$ cat src/rtl/crop_pixel_packer.sv
// Converts the cropped rgb888 stream to RGB565, packs PPW pixels per word and
// buffers the words in a small FIFO behind a valid/ready master port.
module crop_pixel_packer #(
  parameter int DATA_W     = 128,
  parameter int FIFO_DEPTH = 4,
  parameter int CNT_W      = 16
) (
  input  logic              clk,
  input  logic              rst,
  input  logic              vs_i,
  input  logic              de_i,
  input  logic [23:0]       rgb_i,
  output logic              m_valid,
  input  logic              m_ready,
  output logic [DATA_W-1:0] m_data,
  output logic              m_sof,
  output logic [CNT_W-1:0]  drop_cnt,
  output logic              synced
);

  localparam int PPW = DATA_W / 16;
  localparam int PW  = (PPW > 1) ? $clog2(PPW) : 1;
  localparam int AW  = (FIFO_DEPTH > 1) ? $clog2(FIFO_DEPTH) : 1;
  localparam int CW  = AW + 1;

  // valid/ready: a word transfers on every cycle where m_valid & m_ready are
  // both high; while m_valid is high and m_ready low, m_data/m_sof are held.

  logic              vs_d;
  logic              sof_pend;
  logic [PW-1:0]     pix_cnt;
  logic [DATA_W-1:0] asm_word;
  logic [DATA_W:0]   mem [FIFO_DEPTH];
  logic [AW-1:0]     wr_ptr;
  logic [AW-1:0]     rd_ptr;
  logic [CW-1:0]     mem_cnt;

  logic              vs_rise;
  logic              take;
  logic              last_lane;
  logic [15:0]       p565;
  logic [DATA_W-1:0] asm_next;
  logic [DATA_W-1:0] push_word;
  logic              push;
  logic              pop;
  logic              full;
  logic              push_ok;
  logic              load;
  logic [CW-1:0]     total;

  always_comb begin
    vs_rise   = vs_i & ~vs_d;
    take      = de_i & ~vs_i & synced;
    last_lane = (pix_cnt == PW'(PPW - 1));
    p565      = {rgb_i[23:19], rgb_i[15:10], rgb_i[7:3]};
    asm_next  = asm_word | (DATA_W'(p565) << {pix_cnt, 4'b0000});
    // Flush (on vs rise) and full-word push are exclusive since vs_i blocks pixels.
    push      = (vs_rise & (pix_cnt != '0)) | (take & last_lane);
    push_word = vs_rise ? asm_word : asm_next;
    pop       = m_valid & m_ready;
    // Occupancy counts the output register as one of the FIFO_DEPTH entries.
    total     = mem_cnt + CW'(m_valid);
    full      = (total == CW'(FIFO_DEPTH));
    push_ok   = push & (~full | pop);
    load      = (mem_cnt != '0) & (~m_valid | m_ready);
  end

  always_ff @(posedge clk or posedge rst) begin
    if (rst) begin
      vs_d     <= 1'b0;
      synced   <= 1'b0;
      sof_pend <= 1'b0;
      pix_cnt  <= '0;
      asm_word <= '0;
      drop_cnt <= '0;
    end else begin
      vs_d <= vs_i;
      if (vs_rise) begin
        synced   <= 1'b1;
        pix_cnt  <= '0;
        asm_word <= '0;
      end else if (take) begin
        if (last_lane) begin
          pix_cnt  <= '0;
          asm_word <= '0;
        end else begin
          pix_cnt  <= pix_cnt + PW'(1);
          asm_word <= asm_next;
        end
      end
      if (vs_rise) sof_pend <= 1'b1;
      else if (push_ok) sof_pend <= 1'b0;
      if (push & ~push_ok & (drop_cnt != {CNT_W{1'b1}}))
        drop_cnt <= drop_cnt + CNT_W'(1);
    end
  end

  always_ff @(posedge clk) begin
    if (push_ok) mem[wr_ptr] <= {sof_pend, push_word};
  end

  always_ff @(posedge clk or posedge rst) begin
    if (rst) begin
      wr_ptr  <= '0;
      rd_ptr  <= '0;
      mem_cnt <= '0;
      m_valid <= 1'b0;
      m_data  <= '0;
      m_sof   <= 1'b0;
    end else begin
      if (push_ok) wr_ptr <= wr_ptr + AW'(1);
      mem_cnt <= mem_cnt + CW'(push_ok) - CW'(load);
      if (load) begin
        m_valid         <= 1'b1;
        {m_sof, m_data} <= mem[rd_ptr];
        rd_ptr          <= rd_ptr + AW'(1);
      end else if (pop) begin
        m_valid <= 1'b0;
      end
    end
  end

endmodule

$ cat config.mk
export PLATFORM = sky130hd
export DESIGN_NAME = crop_pixel_packer
export DESIGN_NICKNAME = d
export VERILOG_FILES = /design/src/rtl/crop_pixel_packer.sv
export SDC_FILE = /design/constraint.sdc
export NUM_CORES = 1
export LEC_CHECK = 0
export ABC_AREA = 1
export BUFFER_PORTS_ARGS = -buffer_cell sky130_fd_sc_hd__clkbuf_2
export CAP_MARGIN = 25
export CORE_MARGIN = 8
export CORE_UTILIZATION = 30
export DETAILED_ROUTE_END_ITERATION = 8
export PLACE_DENSITY = 0.55
export SLEW_MARGIN = 10
export SYNTH_ARGS = -nofsm -noshare
export SYNTH_HDL_FRONTEND = slang
export SYNTH_SLANG_ARGS = --single-unit
$ cat constraint.sdc
create_clock -name clk -period 9.56 [get_ports clk]
set_input_delay 1.912 -clock clk [delete_from_list [all_inputs] [get_ports clk]]
set_output_delay 1.912 -clock clk [all_outputs]
set_load 0.02 [all_outputs]
==> metrics.cfg, run 1 <==
[global_routing]
grt_pass1_vias = 21310
grt_pass1_wl_um = 137600
antenna_found_initial = 10
grt_max_degree = 144
grt_overflow = 0
grt_usage = 0.1474

[yosys]
synth_cell_types = 34
ys_ff_latch = 803
synth_fp_nets = 3094
synth_edf_count = 516
avgSynthCellArea_um2 = 10.77
synth_area_um2 = 32870
synth_seq_area_share = 0.6899
async_flop_share = 0.3574
synth_cells = 3052
ys_warn_count = 0
synthFlopType = edfxtp_1

[drt]
ant_nets = 0
via_count = 22290
wl_um = 91170
wl_per_cell_um = 19.67
first_iter_violations = 1555
drc = 0
vias_per_cell = 4.808
dr.pass1.iters = 5

[timing]
rsz0062_at_grt = no
finalHoldViolCount = 0
setup_viol = 0
worstMarginPinSlew_ns = 1.109
fmax_ghz = 0.1985
period_share = 0.5269
finalClockSkew_ns = 0.03798
period_minus_slack_ns = 5.037
layout_setup_ws_ns = 4.523
max-slew-margin-rel = 0.2604
maxSlewViolCount = 0
setup_tns_ns = 0

[power_and_ir_drop]
p_switching_mw = 4.558
p_int_mw = 7.521
p_sw_frac = 0.3774
vdd_drop_max_mv = 0.1926
p_comb_frac = 0.308
finalPower_mw = 12.08
cellPowerDensity_nw_per_um2 = 319.8
power.leakage_nw = 14.56
p_seq_frac = 0.412
pwr-share-clk = 0.280

[layout]
nets = 3184
area_growth_pct = 14.89
drive_gt1_frac = 0.1163

[setup_path]
cp_cell_sequence = clkbuf_2 -> inv_2 -> nor2_4 -> clkinv_2 -> nand2_4 -> buf_4 -> nand2_1 -> a21oi_1
crit_slowest_cell = nand2_4
worstSetupPathType = in2reg
required_ns = 10.13
worstPathArrival_ns = 5.61
slowest_delay_ns = 0.91
end_kind = register
cp_max_fo = 71
start_kind = primary input

[placed_design]
dp_hpwl_um = 50910
pre_cts_ws_ns = 3.869
place.port_buffers = 167
gp_congestion = 0.7521

[cts]
htree_levels = 3
cts_setup_buffers = 0
post_cts_resized = 0
cts_tree = done
insertion_delay_ns = 0.66
cts_made_buffers = 87
root_buffer = clkbuf_16
holdBufCountCts = 0
clock_sinks = 803
clk_pin_slew_worst_paths_ns = 0.06
clock_path_buffers = 3

[floorplan]
num_rows = 121
io_pins = 176
dieArea_um2 = 120400
initial_utilization = 0.3024
fp.dieH_um = 347.0
die_w_um = 347.0
coreArea_um2 = 108700

[worst_hold_path]
hold_path.class = reg2reg

[run]
drv_cap = 0

[outcome]
status = complete, no violations

-- logic make-up (layout without fill, tap and decap cells) --
logic type	after synthesis	in the layout	share of synthesized area
simple gates	1261	1261	0.1553
flops	803	803	0.6899
compound gates	560	560	0.09326
buf+inv	406	570	0.05397
fa+ha+maj	13	13	0.005177
xor+xnor	9	9	0.002398
other cells	0	5	0
-- Yosys cell counts (49+ instances only) --
cell type	instances	area, um^2
a21oi_1	49	245.2
buf_2	99	495.5
clkbuf_1	56	210.2
nand2_1	361	1355
dfrtp_1	287	7182
inv_1	204	765.7
nor2_1	776	2913
o22ai_1	79	494.2
o21ai_0	190	950.9
a31oi_1	129	807.0
edfxtp_1	516	15490
o21ai_1	112	560.5
-- power groups by stage --
stage	clock (mW)	sequential [mW]	combinational (mW)
after CTS	3.46	4.98	3.83
final	3.38	4.97	3.72
after global placement	0	5.03	3.78
after floorplan	0	5.24	2.31
after global routing	3.59	5.05	4.19
after detailed placement	0	5.05	3.82
-- flip-flops by register name (all words and copies together), names as in the netlist, 2 cells and up --
signal	count
drop_cnt	16
wr_ptr	2
rd_ptr	2
asm_word	128
pix_cnt	3
mem	516
mem_cnt	3
m_data	128
-- critical path: cells and delay by family --
family	cells	cell delay [ns]
buffers and inverters	4	1.70
and+or+nand+nor	3	1.76
AOI/OAI and AO/OA	1	0.15
-- layout by cell type, fill, tap and decap left out, types with 6 or more instances in the layout --
cell       instances
nor2_1           772
edfxtp_1         516
nand2_1          359
dfrtp_1          282
inv_1            203
o21ai_0          190
clkbuf_2         167
a31oi_1          129
o21ai_1          112
clkbuf_16         87
o22ai_1           79
a21oi_1           49
nand3_1           40
nand4_1           39
clkinv_2          21
clkbuf_1          20
buf_4             19
nor4_1            18
nor4_2            14
ha_1              12
clkinv_1          10
xor2_1             8
nor2_4             7
clkbuf_8           7
bufinv_16          7
buf_12             7
inv_2              6
-- worst paths after layout --
| kind | from | to | slack, ns | cells after the start |
|---|---|---|---|---|
| max | vs_i | asm_word[3]$_DFFE_PP0P_ | 4.52 | 8 |
| min | mem_cnt[1]$_DFF_PP0_ | mem_cnt[2]$_DFF_PP0_ | 0.51 | 1 |
| max reg2reg | pix_cnt[0]$_DFFE_PP0P_ | mem[3][115]$_DFFE_PP_ | 5.32 | 8 |
| min reg2reg | mem_cnt[1]$_DFF_PP0_ | mem_cnt[2]$_DFF_PP0_ | 0.51 | 1 |
| max in group asynchronous | rst | pix_cnt[2]$_DFFE_PP0P_ | 6.73 | 4 |
| min in group asynchronous | rst | m_data[83]$_DFFE_PP0P_ | 1.23 | 2 |
-- layout make-up --
type,instances,area (um^2)
Inverter,214,823.3
Timing Repair Buffer,193,1119
Multi-Input combinational cell,1843,8461
Antenna cell,5,12.51
Fill cell,10810,70930
Tap cell,1414,1769
Clock inverter,49,544.3
Sequential cell,803,22690
Clock buffer,114,2349
-- layer usage --
metal | global-route usage | part of all wire | vias up
li1 | - | - | 10580
met1 | 0.1955 | 0.44 | 10990
met2 | 0.2397 | 0.47 | 576
met3 | 0.03997 | 0.072 | 131
met4 | 0.03613 | 0.023 | 8
met5 | 0 | 0.00055 | -
-- per-stage QoR --
stage,cells,utilization,hold WS (ns),cell area (um^2)
floorplan,3052,-,0.4687,32880
global placement,4466,0.3205,0.5011,34840
detailed placement,4467,0.3207,0.5089,34860
CTS,4630,0.3473,0.5192,37760
global route,4630,0.3473,0.5360,37760
finish,4635,0.3474,0.5111,37770
Note: power is estimated with default switching activity, not from simulation.
==> run 2: changes to the inputs <==
Settings changed: ABC_AREA 1 to 0, PLACE_DENSITY 0.55 to 0.53.
Clock period 9.56 ns to 4.95 ns, I/O delays scaled along.
==> run 2 against run 1 <==
Against the previous run: cell area decreased by 3.6%; clock-buffer cell count increased by 6; sequential share of layout area increased by 2.2 points; combinational power increased by 43%; wire length decreased by 17%; setup slack got worse by 3.0 ns; via count decreased by 29%; hold slack got worse by 0.28 ns; non-clock buffer count increased by 17; largest cell class unchanged.
==> metrics.cfg, run 2 <==
[global_routing]
grt_usage = 0.1331  ; was 0.1474
antenna_found_initial = 7  ; was 10
grt_pass1_wl_um = 112500  ; was 137,600 um
grt_overflow = 0  ; unchanged
grt_pass1_vias = 16690  ; was 21,310
grt_max_degree = 132  ; was 144

[cts]
root_buffer = clkbuf_16  ; unchanged
insertion_delay_ns = 0.66  ; about the same
post_cts_resized = 0  ; unchanged
clock_sinks = 803  ; unchanged
cts_setup_buffers = 0  ; unchanged
holdBufCountCts = 0  ; unchanged
clock_path_buffers = 3  ; unchanged
clk_pin_slew_worst_paths_ns = 0.06  ; about the same
cts_made_buffers = 89  ; was 87
htree_levels = 3  ; unchanged
cts_tree = done  ; unchanged

[yosys]
synth_seq_area_share = 0.7376  ; was 0.6899
synth_cells = 1698  ; was 3,052
synth_edf_count = 516  ; unchanged
netlist_top_cells_count = 516 x edfxtp_1, 287 x dfrtp_1, 143 x nor2_1  ; was 776 x nor2_1, 516 x edfxtp_1, 361 x nand2_1, 287 x dfrtp_1, 204 x inv_1
async_flop_share = 0.3574  ; unchanged
synth_area_leaders = edfxtp_1 50%, dfrtp_1 23%, mux4_2 9.5%  ; was edfxtp_1 47%, dfrtp_1 22%, nor2_1 8.9%
yosys.area.top_type = edfxtp_1  ; unchanged
ys_ff_latch = 803  ; unchanged
avgSynthCellArea_um2 = 18.11  ; was 10.77 um^2
synth_area_um2 = 30740  ; was 32,870 um^2
ys_warn_count = 0  ; unchanged
synthFlopType = edfxtp_1  ; unchanged
synth_top_area_frac = 0.5040  ; was 0.4714
synth_most_common_cell = edfxtp_1  ; was nor2_1
synth_cell_types = 44  ; was 34
synth_fp_nets = 1740  ; was 3,094

[setup_path]
required_ns = 5.51  ; was 10.13 ns
worstPathArrival_ns = 4.01  ; was 5.61 ns
rr_worst_depth = 10  ; was 8
cp_max_fo = 36  ; was 71
r2r_end = mem_cnt[2]$_DFF_PP0_  ; was mem[3][115]$_DFFE_PP_
start_kind = register  ; was primary input
crit-reg2reg-launch = pix_cnt[2]$_DFFE_PP0P_  ; was pix_cnt[0]$_DFFE_PP0P_
r2r_slack_ns = 1.50  ; was 5.32 ns
end_kind = register  ; unchanged
worstSetupPathType = reg2reg  ; was in2reg

[drt]
via_count = 15860  ; was 22,290
first_iter_violations = 1073  ; was 1,555
dr.pass1.iters = 5  ; unchanged
wl_um = 76110  ; was 91,170 um
ant_nets = 0  ; unchanged
drc = 0  ; unchanged
vias_per_cell = 4.739  ; was 4.808
wl_per_cell_um = 22.74  ; was 19.67 um

[timing]
period_minus_slack_ns = 3.450
finalClockSkew_ns = 0.03941  ; was 0.03798 ns
max-slew-margin-rel = 0.3474  ; was 0.2604
layout_setup_ws_ns = 1.500  ; was 4.523 ns
finalHoldViolCount = 0  ; unchanged
rsz0062_at_grt = no  ; unchanged
setup_tns_ns = 0  ; unchanged
fmax_ghz = 0.2898
maxSlewViolCount = 0  ; unchanged
worstMarginPinSlew_ns = 0.9789  ; was 1.109 ns
setup_viol = 0  ; unchanged
period_share = 0.6971

[floorplan]
die_w_um = 336.1  ; was 347.0 um
num_rows = 117  ; was 121
coreArea_um2 = 101700  ; was 108,700 um^2
io_pins = 176  ; unchanged
fp.dieH_um = 336.1  ; was 347.0 um
dieArea_um2 = 113000  ; was 120,400 um^2
initial_utilization = 0.3022  ; was 0.3024

[layout]
fillers = 9552  ; was 10,810
area_growth_pct = 18.41  ; was 14.89%
fin_cells = 3347  ; was 4,635
largest_reg_flops = 516  ; unchanged
top_regs = mem (516), asm_word (128), m_data (128)  ; unchanged
final_cell_mix = 516 x edfxtp_1, 284 x dfrtp_1, 167 x clkbuf_2  ; was 772 x nor2_1, 516 x edfxtp_1, 359 x nand2_1
mostFrequentLayoutCell = edfxtp_1  ; was nor2_1
multiInputGateArea_um2 = 7569  ; was 8461 um^2
drive_gt1_frac = 0.3202  ; was 0.1163
regMostFlops = mem  ; unchanged
final-seq-area_um2 = 22690  ; about the same
nets = 1939  ; was 3,184

[power_and_ir_drop]
cellPowerDensity_nw_per_um2 = 575.0  ; was 319.8 nW/um^2
power.leakage_nw = 14.71  ; was 14.56 nW
vdd_drop_max_mv = 0.3635  ; was 0.1926 mV

[placed_design]
gp_congestion = 0.7233  ; was 0.7521
dp_hpwl_um = 44870  ; was 50,910 um
dp.cells = 3171  ; was 4,467
place.port_buffers = 167  ; unchanged
pre_cts_ws_ns = 1.014  ; was 3.869 ns

[run]
drv_cap = 0  ; unchanged

[worst_hold_path]
hold_path.class = in2async  ; was reg2reg

[outcome]
status = complete, no violations  ; unchanged

run 2: changes by cell type after synthesis, sizes merged, moves of 79 or more:
cell,before,now
buf,132,52
o21ai,302,4
nor2,782,145
mux4,0,129
nand2,365,15
a31oi,129,48
a21o,0,129
inv,213,15
mux2,0,130
o22ai,79,0
run 2: logic make-up (layout without fill, tap and decap cells):
| family | after synthesis | count (layout) | synth area share |
|---|---|---|---|
| buffers and inverters | 117 | 393 | 0.01742 |
| xor gates and xnor gates | 21 | 21 | 0.005983 |
| other | 0 | 5 | 0 |
| AOI/OAI and AO/OA | 267 | 267 | 0.05747 |
| muxes | 259 | 259 | 0.1421 |
| DFF | 803 | 803 | 0.7376 |
| and+or+nand+nor | 218 | 218 | 0.03386 |
| adders and majority gates | 13 | 13 | 0.005535 |
run 2: through the flow:
stage / util / hold slack, ns / area [um^2] / power (mW)
6_report: 0.3578 / 0.2281 / 36400 / 20.93
5_1_grt: 0.3577 / 0.2083 / 36390 / 21.99
4_1_cts: 0.3573 / 0.4382 / 36350 / 21.39
3_5_place_dp: 0.3278 / 0.4846 / 33350 / 14.61
3_3_place_gp: 0.3271 / 0.4767 / 33280 / 14.47
2_1_floorplan: - / 0.4643 / 30750 / 12.56
run 2: final cells by class:
cell class | instances | share of cell area
antenna | 5 | 0.0003437
clock buffer | 120 | 0.06664
clock inverter | 48 | 0.01578
inverter | 15 | 0.001650
multi-input combinational | 778 | 0.2079
sequential | 803 | 0.6232
tap | 1368 | 0.04702
timing repair buffer | 210 | 0.03750
run 2: power breakdown:
group          internal, mW  switching [mW]
Combinational          2.33            3.00
Clock                  3.95            2.73
Sequential             8.30           0.630
Total                  14.6            6.36
run 2: how the worst max path moves through the flow:
stage / end / slack, ns / depth (start not counted) / startpoint
2_1_floorplan: asm_word[0]$_DFFE_PP0P_ / 0.15 / 1 / rst
3_3_place_gp: mem_cnt[2]$_DFF_PP0_ / 0.99 / 11 / vs_i
3_5_place_dp: mem[2][61]$_DFFE_PP_ / 1.01 / 6 / vs_i
4_1_cts: mem[1][116]$_DFFE_PP_ / 1.36 / 5 / pix_cnt[2]$_DFFE_PP0P_
5_1_grt: mem_cnt[2]$_DFF_PP0_ / 1.28 / 10 / pix_cnt[2]$_DFFE_PP0P_
6_report: mem_cnt[2]$_DFF_PP0_ / 1.50 / 10 / pix_cnt[2]$_DFFE_PP0P_
run 2: critical path, stage by stage, from the launching register on:
cell and delay (ns):
dfrtp_2 0.89, ha_1 0.37, a22o_1 0.34, and2b_1 0.38, inv_2 0.08, ha_1 0.28
inv_1 0.04, ha_1 0.19, fa_1 0.42, xnor2_1 0.20, xnor2_1 0.14
run 2: per-layer routing:
layer / up-vias / part of all wire / GRT usage
met2: 382 / 0.49 / 0.2202
li1: 6964 / - / -
met1: 8419 / 0.43 / 0.1762
met4: 2 / 0.018 / 0.03568
met5: - / 0.00017 / 0
met3: 95 / 0.058 / 0.03045
==> run 3: changes to the inputs <==
Settings changed: PLACE_DENSITY 0.53 to 0.55.
Clock period 4.95 ns to 3.14 ns, I/O delays scaled along.
==> run 3 against run 2 <==
Against the previous run: total power grew 56%; cell area is 0.13% higher; largest power group unchanged; utilization about the same; sequential power grew 57%; critical path type unchanged; via count is 0.34% lower; highest routed layer is now met4; register-to-register slack worse by 1.2 ns.
==> metrics.cfg, run 3 (synthesized netlist as in run 2, its figures left out) <==
[setup_path]
r2r_end = mem_cnt[2]$_DFF_PP0_  ; unchanged
rr_worst_depth = 11  ; was 10
required_ns = 3.67  ; was 5.51 ns
r2r_slack_ns = 0.34  ; was 1.50 ns
worstPathArrival_ns = 3.33  ; was 4.01 ns
crit_slowest_cell = dfrtp_1  ; was dfrtp_2
start_kind = register  ; unchanged
slowest_delay_ns = 0.41  ; was 0.89 ns
cpMostUsedCell = ha_1  ; unchanged
cp_max_fo = 3  ; was 36
end_kind = register  ; unchanged
cp_cell_sequence = ha_1 -> ha_1 -> a2111oi_4 -> and2b_1 -> inv_2 -> ha_1 -> inv_1 -> ha_1 -> fa_1 -> xnor2_1 -> xnor2_1  ; was ha_1 -> a22o_1 -> and2b_1 -> inv_2 -> ha_1 -> inv_1 -> ha_1 -> fa_1 -> xnor2_1 -> xnor2_1
worstSetupPathType = reg2reg  ; unchanged
crit-reg2reg-launch = mem_cnt[0]$_DFF_PP0_  ; was pix_cnt[2]$_DFFE_PP0P_

[timing]
max-slew-margin-rel = 0.3392  ; was 0.3474
finalClockSkew_ns = 0.02376  ; was 0.03941 ns
maxSlewViolCount = 0  ; unchanged
setup_viol = 0  ; unchanged
whs_ns = 0.03302  ; was 0.2281 ns
worstMarginPinSlew_ns = 0.9892  ; was 0.9789 ns
period_share = 0.8919  ; was 0.6971
finalHoldViolCount = 0  ; unchanged
period_minus_slack_ns = 2.800  ; was 3.450 ns
setup_tns_ns = 0  ; unchanged
rsz0062_at_grt = no  ; unchanged
fmax_ghz = 0.3571  ; was 0.2898 GHz

[placed_design]
dp_hpwl_um = 46410  ; was 44,870 um
place.port_buffers = 167  ; unchanged
gp_congestion = 0.7521  ; was 0.7233

[cts]
htree_levels = 3  ; unchanged
holdBufCountCts = 0  ; unchanged
cts_setup_buffers = 0  ; unchanged
cts_made_buffers = 86  ; was 89
clock_path_buffers = 3  ; unchanged
cts_tree = done  ; unchanged
insertion_delay_ns = 0.64  ; was 0.66 ns
clock_sinks = 803  ; unchanged
clk_pin_slew_worst_paths_ns = 0.06  ; about the same
root_buffer = clkbuf_16  ; unchanged
post_cts_resized = 0  ; unchanged

[drt]
wl_um = 75080  ; was 76,110 um
dr.pass1.iters = 5  ; unchanged
vias_per_cell = 4.709  ; was 4.739
first_iter_violations = 995  ; was 1,073
drc = 0  ; unchanged
ant_nets = 0  ; unchanged
wl_per_cell_um = 22.36  ; was 22.74 um
via_count = 15810  ; was 15,860

[global_routing]
antenna_found_initial = 5  ; was 7
grt_max_degree = 132  ; unchanged
grt_usage = 0.1321  ; was 0.1331
grt_pass1_wl_um = 112600  ; was 112,500 um
grt_pass1_vias = 16740  ; was 16,690
grt_overflow = 0  ; unchanged

[layout]
drive_gt1_frac = 0.3273  ; was 0.3202
fillers = 9534  ; was 9,552
multiInputGateArea_um2 = 7571  ; was 7569 um^2
mostFrequentLayoutCell = edfxtp_1  ; unchanged
final-seq-area_um2 = 22690  ; unchanged
largest_reg_flops = 516  ; unchanged
final_cell_mix = 516 x edfxtp_1, 284 x dfrtp_1, 167 x clkbuf_2  ; unchanged
nets = 1953  ; was 1,939
top_regs = mem (516), asm_word (128), m_data (128)  ; unchanged
area_growth_pct = 18.57  ; was 18.41%
regMostFlops = mem  ; unchanged

[power_and_ir_drop]
cellPowerDensity_nw_per_um2 = 894.1  ; was 575.0 nW/um^2
finalPower_mw = 32.59  ; was 20.93 mW
vdd_drop_max_mv = 0.4277  ; was 0.3635 mV
power.leakage_nw = 14.75  ; was 14.71 nW

[floorplan]
io_pins = 176  ; unchanged
die_w_um = 336.1  ; unchanged
coreArea_um2 = 101700  ; unchanged
dieArea_um2 = 113000  ; unchanged
initial_utilization = 0.3022  ; unchanged
num_rows = 117  ; unchanged
fp.dieH_um = 336.1  ; unchanged

[worst_hold_path]
hold_path.class = in2async  ; unchanged

[run]
drv_cap = 0  ; unchanged

[outcome]
status = complete, no violations  ; unchanged

-- run 3: per-layer routing --
| layer | track usage | up-vias | part of all wire |
|---|---|---|---|
| met5 | 0 | - | 0 |
| met2 | 0.2156 | 387 | 0.49 |
| met3 | 0.03246 | 112 | 0.062 |
| met4 | 0.04478 | 0 | 0.028 |
| li1 | - | 6984 | - |
| met1 | 0.1723 | 8325 | 0.43 |
-- run 3: metrics by stage --
| step | instance area (um^2) | cells | utilization | setup WS (ns) |
|---|---|---|---|---|
| 2_1_floorplan | 30760 | 1698 | - | -1.293 |
| 3_3_place_gp | 33640 | 3191 | 0.3306 | 0.2130 |
| 3_5_place_dp | 33640 | 3191 | 0.3306 | 0.2386 |
| 4_1_cts | 36440 | 3351 | 0.3581 | 0.3116 |
| 5_1_grt | 36440 | 3351 | 0.3581 | 0.1589 |
| 6_report | 36450 | 3357 | 0.3583 | 0.3395 |
-- run 3: critical path: cells and delay by family, from the launching register on --
kind	cells	cell delay (ns)
AOI/OAI and AO/OA	1	0.36
xor gates and xnor gates	2	0.34
adders and majority gates	5	1.25
buffers and inverters	2	0.11
DFF	1	0.41
and+or+nand+nor	1	0.25
-- run 3: worst max-delay path by stage --
stage / start / endpoint / slack (ns)
6_report: mem_cnt[0]$_DFF_PP0_ / mem_cnt[2]$_DFF_PP0_ / 0.34
4_1_cts: mem_cnt[0]$_DFF_PP0_ / mem_cnt[2]$_DFF_PP0_ / 0.31
2_1_floorplan: rst / asm_word[0]$_DFFE_PP0P_ / -1.29
3_5_place_dp: vs_i / mem_cnt[2]$_DFF_PP0_ / 0.24
5_1_grt: m_valid$_DFFE_PP0P_ / mem_cnt[2]$_DFF_PP0_ / 0.16
3_3_place_gp: vs_i / mem_cnt[2]$_DFF_PP0_ / 0.21
-- run 3: area by class of cell --
type                    instances  area share
diodes                          6   0.0004119
clock buffers                 110     0.06288
clock inverters                50     0.01387
inverters                      15    0.001648
multi-input cells             778      0.2077
flip-flops and latches        803      0.6223
well taps                    1368     0.04696
repair buffers                227     0.04421
-- run 3: report_power, final --
group / switching (mW) / internal, mW / total, mW
logic: 4.87 / 3.79 / 8.66
registers: 0.888 / 13.1 / 14.0
clock network: 4.16 / 5.80 / 9.96
total: 9.92 / 22.7 / 32.6
